==> config.mk <==
export PLATFORM = sky130hd
export DESIGN_NAME = sram_fifo_ctrl
export DESIGN_NICKNAME = d
export VERILOG_FILES = /design/src/rtl/sram_fifo_ctrl.sv
export SDC_FILE = /design/constraint.sdc
export NUM_CORES = 1
export LEC_CHECK = 0
export CORE_MARGIN = 2
export CORE_UTILIZATION = 36
export DETAILED_ROUTE_END_ITERATION = 8
export GPL_TIMING_DRIVEN = 0
export PLACE_DENSITY = 0.67
export SLEW_MARGIN = 20
export SYNTH_ARGS = -nofsm -noshare
export SYNTH_HDL_FRONTEND = slang
export SYNTH_SLANG_ARGS = --single-unit
==> constraint.sdc <==
create_clock -name clk -period 10.1 [get_ports clk]
set_input_delay 3.03 -clock clk [delete_from_list [all_inputs] [get_ports clk]]
set_output_delay 3.03 -clock clk [all_outputs]
set_load 0.01 [all_outputs]
==> src/rtl/sram_fifo_ctrl.sv <==
// ----------------------------------------------------------------------------
// sram_fifo_ctrl
//   Synchronous FIFO controller wrapped around a 32x32 two-port SRAM that is
//   physically a single-port macro. At most one SRAM access happens per cycle,
//   and reads take priority over writes. A 2-entry output buffer hides the
//   SRAM's 1-cycle read latency from the consumer.
//
// Ports
//   clk        : single clock (also drives the SRAM RCLK/WCLK)
//   rst        : synchronous active-high reset
//   clr        : synchronous flush, same effect on state as rst
//   s_valid/s_ready/s_data : write stream (valid/ready)
//   m_valid/m_ready/m_data : read stream (valid/ready), m_data from a register
//   level      : words held = SRAM + in-flight read + output buffer (0..34)
//   ram_rceb/ram_raddr/ram_rdata : SRAM read port (enable active low)
//   ram_wceb/ram_waddr/ram_wdata : SRAM write port (enable active low)
// ----------------------------------------------------------------------------
module sram_fifo_ctrl #(
    parameter int DW    = 32,
    parameter int AW    = 5,
    parameter int DEPTH = 32
) (
    input  logic          clk,
    input  logic          rst,
    input  logic          clr,
    input  logic          s_valid,
    output logic          s_ready,
    input  logic [DW-1:0] s_data,
    output logic          m_valid,
    input  logic          m_ready,
    output logic [DW-1:0] m_data,
    output logic [5:0]    level,
    output logic          ram_rceb,
    output logic [AW-1:0] ram_raddr,
    input  logic [DW-1:0] ram_rdata,
    output logic          ram_wceb,
    output logic [AW-1:0] ram_waddr,
    output logic [DW-1:0] ram_wdata
);

    localparam logic [AW:0] DEPTH_C = (AW+1)'(DEPTH);

    // Registered state
    logic [AW-1:0] wr_ptr_r;
    logic [AW-1:0] rd_ptr_r;
    logic [AW:0]   ram_cnt_r;
    logic          rd_inflight_r;
    logic [1:0]    out_cnt_r;
    logic [DW-1:0] obuf0_r;      // head of output buffer
    logic [DW-1:0] obuf1_r;      // second entry of output buffer
    logic [5:0]    level_r;

    // Combinational decisions and next-state values
    logic          out_room_s;
    logic          rd_issue_s;
    logic          s_ready_s;
    logic          wr_acc_s;
    logic          cap_s;
    logic          pop_s;
    logic [AW:0]   ram_cnt_nxt_s;
    logic          rd_inflight_nxt_s;
    logic [1:0]    out_cnt_nxt_s;
    logic [DW-1:0] obuf0_nxt_s;
    logic [DW-1:0] obuf1_nxt_s;
    logic [5:0]    level_nxt_s;

    // Output-buffer slots still free once the in-flight word lands.
    assign out_room_s = ({1'b0, out_cnt_r} + {2'b00, rd_inflight_r}) < 3'd2;

    // Access arbitration from registered state only; a pending read blocks writes.
    always_comb begin
        rd_issue_s = 1'b0;
        s_ready_s  = 1'b0;
        if (!rst && !clr) begin
            rd_issue_s = (ram_cnt_r != {(AW+1){1'b0}}) && out_room_s;
            s_ready_s  = (ram_cnt_r < DEPTH_C) && !rd_issue_s;
        end else begin
            rd_issue_s = 1'b0;
            s_ready_s  = 1'b0;
        end
    end

    assign wr_acc_s = s_valid && s_ready_s;
    assign cap_s    = rd_inflight_r;            // ram_rdata is only meaningful here
    assign pop_s    = (out_cnt_r != 2'd0) && m_ready;

    // SRAM counter and in-flight flag; issue and accept are mutually exclusive.
    always_comb begin
        ram_cnt_nxt_s     = ram_cnt_r + (AW+1)'(wr_acc_s) - (AW+1)'(rd_issue_s);
        rd_inflight_nxt_s = rd_issue_s;
    end

    // Output buffer update: capture appends at the tail, pop shifts the head out.
    always_comb begin
        obuf0_nxt_s   = obuf0_r;
        obuf1_nxt_s   = obuf1_r;
        out_cnt_nxt_s = out_cnt_r;
        case ({cap_s, pop_s})
            2'b10: begin
                if (out_cnt_r == 2'd0) begin
                    obuf0_nxt_s = ram_rdata;
                end else begin
                    obuf1_nxt_s = ram_rdata;
                end
                out_cnt_nxt_s = out_cnt_r + 2'd1;
            end
            2'b01: begin
                obuf0_nxt_s   = obuf1_r;
                out_cnt_nxt_s = out_cnt_r - 2'd1;
            end
            2'b11: begin
                // Count unchanged; the captured word goes behind whatever remains.
                if (out_cnt_r == 2'd1) begin
                    obuf0_nxt_s = ram_rdata;
                end else begin
                    obuf0_nxt_s = obuf1_r;
                    obuf1_nxt_s = ram_rdata;
                end
            end
            default: begin
                obuf0_nxt_s   = obuf0_r;
                obuf1_nxt_s   = obuf1_r;
                out_cnt_nxt_s = out_cnt_r;
            end
        endcase
    end

    // Level is registered from next-state values so it tracks every edge.
    always_comb begin
        level_nxt_s = 6'(ram_cnt_nxt_s) + 6'(rd_inflight_nxt_s) + 6'(out_cnt_nxt_s);
    end

    // State register; rst and clr both return everything to empty.
    always_ff @(posedge clk) begin
        if (rst || clr) begin
            wr_ptr_r      <= {AW{1'b0}};
            rd_ptr_r      <= {AW{1'b0}};
            ram_cnt_r     <= {(AW+1){1'b0}};
            rd_inflight_r <= 1'b0;
            out_cnt_r     <= 2'd0;
            obuf0_r       <= {DW{1'b0}};
            obuf1_r       <= {DW{1'b0}};
            level_r       <= 6'd0;
        end else begin
            if (wr_acc_s) begin
                wr_ptr_r <= wr_ptr_r + {{(AW-1){1'b0}}, 1'b1};
            end else begin
                wr_ptr_r <= wr_ptr_r;
            end
            if (rd_issue_s) begin
                rd_ptr_r <= rd_ptr_r + {{(AW-1){1'b0}}, 1'b1};
            end else begin
                rd_ptr_r <= rd_ptr_r;
            end
            ram_cnt_r     <= ram_cnt_nxt_s;
            rd_inflight_r <= rd_inflight_nxt_s;
            out_cnt_r     <= out_cnt_nxt_s;
            obuf0_r       <= obuf0_nxt_s;
            obuf1_r       <= obuf1_nxt_s;
            level_r       <= level_nxt_s;
        end
    end

    assign s_ready   = s_ready_s;
    assign m_valid   = (out_cnt_r != 2'd0);
    assign m_data    = obuf0_r;
    assign level     = level_r;
    assign ram_rceb  = !rd_issue_s;
    assign ram_raddr = rd_ptr_r;
    assign ram_wceb  = !wr_acc_s;
    assign ram_waddr = wr_ptr_r;
    assign ram_wdata = s_data;

endmodule
* After elaboration in Yosys (flattened, before gate mapping)
Index checks and enable logic that the tools add are counted.
** Word-level totals
- Word-level logic and storage cells :: 53
- Bits in registers :: 89
** Cells by class
- Reduce and logical (&&, ||, !) cells :: 18
- Magnitude comparators :: 2
- Mux-type cells :: 9
- Equality and inequality tests :: 7
- Add/sub/neg operators :: 9
** Operators by type and width (number)
- 32-bit two-way mux :: 4
- 32-bit case mux with 3 select lines :: 1
- 32-bit case mux with 2 select lines :: 1
- 6-bit by 1-bit adder with 6-bit output :: 2
- 5-bit by 1-bit adder with 5-bit output, second input constant :: 2
- 6-bit by 2-bit adder with 6-bit output :: 1
- 6-bit < comparator, second input constant :: 1
- 2-bit != test, second input constant :: 3
- 6-bit nonzero test :: 1
- 6-bit by 1-bit subtractor with 6-bit output :: 1
- 1-bit logical AND :: 5
- 1-bit logical NOT :: 5
- 2-bit by 1-bit == test with 1-bit output, second input constant :: 2
- 2-bit == test, second input constant :: 2
- 2-bit case mux with 2 select lines :: 1
- 2-bit nonzero test :: 2
- 2-bit by 1-bit adder with 3-bit output :: 1
- 3-bit by 2-bit < comparator with 1-bit output, second input constant :: 1
- 3-bit AND reduction :: 1
- 3-bit nonzero test :: 1
- 2-bit by 1-bit adder with 2-bit output, second input constant :: 1
- 2-bit logical NOT :: 1
- 1-bit two-way mux :: 2
- 2-bit AND reduction :: 1
- other kinds (2) :: 2

* Longest topological paths before layout
- Depth in word-level cells :: 11
- Mapped depth :: 16

* Worst setup path after synthesis
OpenSTA, ideal clock, no wires.
- Path type :: input -> output
- Start point :: in clr
- End point :: out s_ready
- Cell stages on the path :: 4
- Arrival :: 3.902 ns
- Path buffers :: 2
- Setup slack :: 3.168 ns
- Data required time :: 7.070 ns
- Cells stage by stage :: or2_1 -> buf_2 -> clkbuf_1 -> nor3_1
** On the way
- Longest elaborated chain between the ends :: 3
** RTL lines
- start: declaration :: line 25 : input logic clr,
- 1-bit logical NOT :: line 74 : if (!rst && !clr) begin
- 1-bit logical AND :: line 74
- 1-bit two-way mux :: line 74
- end: declaration :: line 27 : output logic s_ready,
No other way between the ends.

* Final worst setup path
Ends and elaborated chain as after synthesis.

==> results.cfg <==
[global_routing]
grt_start_max_net_pins = 17
grt.overflow.total = 0
grt_pass1_vias = 3467
antenna_found_initial = 0
grt_pass1_wl_um = 16400
grt_usage = 0.163

[logic_synthesis]
synth_area_leaders = dfxtp_1 (43%), nand2_1 (6.5%), a211oi_1 (5.9%), a22oi_1 (5.9%), buf_4 (5.9%)
postSynthNetCount = 557
synth_compound_area_frac = 0.198
post_synth_fa_ha_maj_area_fraction = 0.0635
async_reset_ff_frac = 0
synthSimpleGateAreaFrac = 0.162
synth_seq_cells = 89
synth_area_um2 = 4100
syn-instance-count = 469
yosysTopAreaCell = dfxtp_1
synth.distinct_cells = 43
yosys_warnings = 0
syn_avg_cell_area_um2 = 8.75
synth_top_family_by_area = compound AO/OA/AOI/OAI gates
synthXorXnorAreaFrac = 0.0296
synth_top_area_share = 0.434
ys.flop_type = dfxtp_1
synth_mux_area_frac = 0.00732
ys_seq_area_frac = 0.434
synth_most_common_cell = dfxtp_1
synth_commonest_cells = dfxtp_1 (89), nand2_1 (71), nor2_1 (48)
synth_edf_count = 0

[place]
numPortBuffers = 120
gp_congestion = 0.765
dp_hpwl_um = 7790
placed_cells = 729

[power]
seq_power_share = 0.323
ir_drop_uv = 102
p_clk_frac = 0.302
power_density_nw_per_um2 = 220
p_sw_w = 0.000421
p_comb_frac = 0.375
switching_share = 0.328
internal_power_w = 0.000860
p_total_w = 0.00128
p_leak_nw = 2.13

[timing]
final.setup.tns_ps = 0
fmax_mhz = 123
setup_violations = 0
slew_viol_final = 0
tightest_slew_ps = 599
finalCritPeriodShare = 0.802
rsz0062_at_grt = no
whs_ps = 455
slew_headroom = 0.601
skew_ps = 5.14
hold_viol = 0
finalCriticalPeriod_ps = 8100

[route]
ant_nets = 0
wl_per_cell_um = 13.6
wirelength_um = 10100
drc = 0
dr.first_iter.drc_count = 89
drt_pass1_iterations = 4
vias_per_cell = 4.88
via_count = 3633

[cts]
clk_path_buf_depth = 2
cts-resized-gates = 0
clkSlewWorstSetupHoldPaths_ps = 70
cts_hold_buf = 0
numCtsBuffers = 9
cts_max_level = 3
clock-sinks = 89
cts-root-buf = clkbuf_16
postCtsSetupBuffers = 0
cts_tree = yes
worstSkewPairLatency_ps = 330

[setup_path]
worst-path-buf-inv = 4
crit_path_top_delay_cell = clkdlybuf4s50_1
path_max_fanout = 10
path_class = input port to output port
crit_path_start_kind = input port
crit_required_ps = 7070
path_cells = clkdlybuf4s50_1, or2_1, buf_2, clkbuf_1, nor3_1, clkdlybuf4s50_1
cp.arrival_ps = 5070
critPathCaptureType = output port
slowest_delay_ps = 580
path_delay_family = buffers and inverters
crit_path_frequent_cell = clkdlybuf4s50_1

[die]
start_util = 0.373
ios = 153
core_um2 = 11000
dieHeight_um = 111
die_area_um2 = 12300
row_count = 38
die_w_um = 111

[layout]
diodes = 0
num-nets-final = 688
fin_cells = 745
syn2layout_area_growth_pct = 42.1
multiInputGateArea_um2 = 1890
fillers = 1039
seqCellArea_um2 = 1780
final_layout_size_suffix_gt1_frac = 0.116

[outcome]
status = complete, no violations

[flow_run]
max-cap-violations = 0

[min_path]
hold_class = flip-flop to flip-flop
[worst reg2reg max path: stages, from the launching register on]
cell and delay (ps):
dfxtp_1 370, inv_1 80, ha_1 150, nand4bb_1 190
a2111oi_4 540, inv_1 140, ha_1 300, inv_1 40
ha_1 210, fa_1 500, ha_1 310, a21oi_1 60
nor2_1 220, and4_4 260, nor3_2 40
[registers in the layout, indices dropped and copies added (netlist names)]
signal / flops
m_data: 32
obuf1_r: 32
level: 6
ram_cnt_r: 6
ram_raddr: 5
ram_waddr: 5
out_cnt_r: 2
cap_s: 1
[power groups by stage]
stage	logic, W	clock network [W]	registers, W
2_1_floorplan	0.000315	0	0.000428
3_3_place_gp	0.000466	0	0.000420
3_5_place_dp	0.000478	0	0.000421
4_1_cts	0.000484	0.000394	0.000413
5_1_grt	0.000530	0.000410	0.000417
6_report	0.000480	0.000387	0.000413
[metrics by stage]
| step | setup WS (ps) | utilization | area, um2 |
|---|---|---|---|
| finish | 2000 | 0.531 | 5830 |
| floorplan | 3170 | - | 4100 |
| global route | 1890 | 0.531 | 5830 |
| detailed placement | 1970 | 0.499 | 5480 |
| global placement | 1970 | 0.499 | 5480 |
| CTS | 1970 | 0.531 | 5830 |
[final timing paths]
| check | from | end | slack, ps | cells after the start |
|---|---|---|---|---|
| max | clr | s_ready | 2000 | 6 |
| min | obuf1_r[17]$_SDFFE_PP0P_ | obuf1_r[17]$_SDFFE_PP0P_ | 460 | 2 |
| max reg2reg | ram_cnt_r[5]$_SDFF_PP0_ | level[5]$_SDFF_PP0_ | 6560 | 14 |
| min reg2reg | obuf1_r[17]$_SDFFE_PP0P_ | obuf1_r[17]$_SDFFE_PP0P_ | 460 | 2 |
[cell usage in the layout, fill, tap and decap left out, drive strengths merged, types with 2 or more instances in the layout]
cell             n
o21ai            6
nor2            48
a22oi           32
a211oi          32
xnor2            8
mux2i            3
xor2             5
nand4bb          2
clkdlybuf4s50  120
and4             2
bufinv           3
inv             21
fa               3
nor3             3
clkbuf          25
nor2b            2
nand4            5
ha              16
nand3            3
clkinv           2
nand2           71
or2              2
and2             8
a2111oi          2
dfxtp           89
a21oi           38
buf             45
[cell families (layout without fill, tap and decap cells)]
logic type	count (synthesis)	in the layout
xor gates and xnor gates	13	13
and+or+nand+nor	149	149
adders and majority gates	19	19
buffers and inverters	80	216
muxes	3	3
DFF	89	89
AOI/OAI and AO/OA	116	116
[final cells by class]
type | count | area share
multi-input cells | 300 | 0.324
clock inverters | 7 | 0.0215
inverters | 19 | 0.0122
flip-flops and latches | 89 | 0.306
clock buffers | 9 | 0.0386
well taps | 140 | 0.0301
repair buffers | 120 | 0.206
plain buffers | 61 | 0.0620
[per-layer routing]
layer / global-route usage / vias up / share of wire
met3: 0.0416 / 11 / 0.070
met2: 0.270 / 129 / 0.47
li1: - / 1843 / -
met1: 0.204 / 1650 / 0.44
met5: 0 / - / 0
met4: 0.0575 / 0 / 0.014
Note: power is estimated with default switching activity, not from simulation.
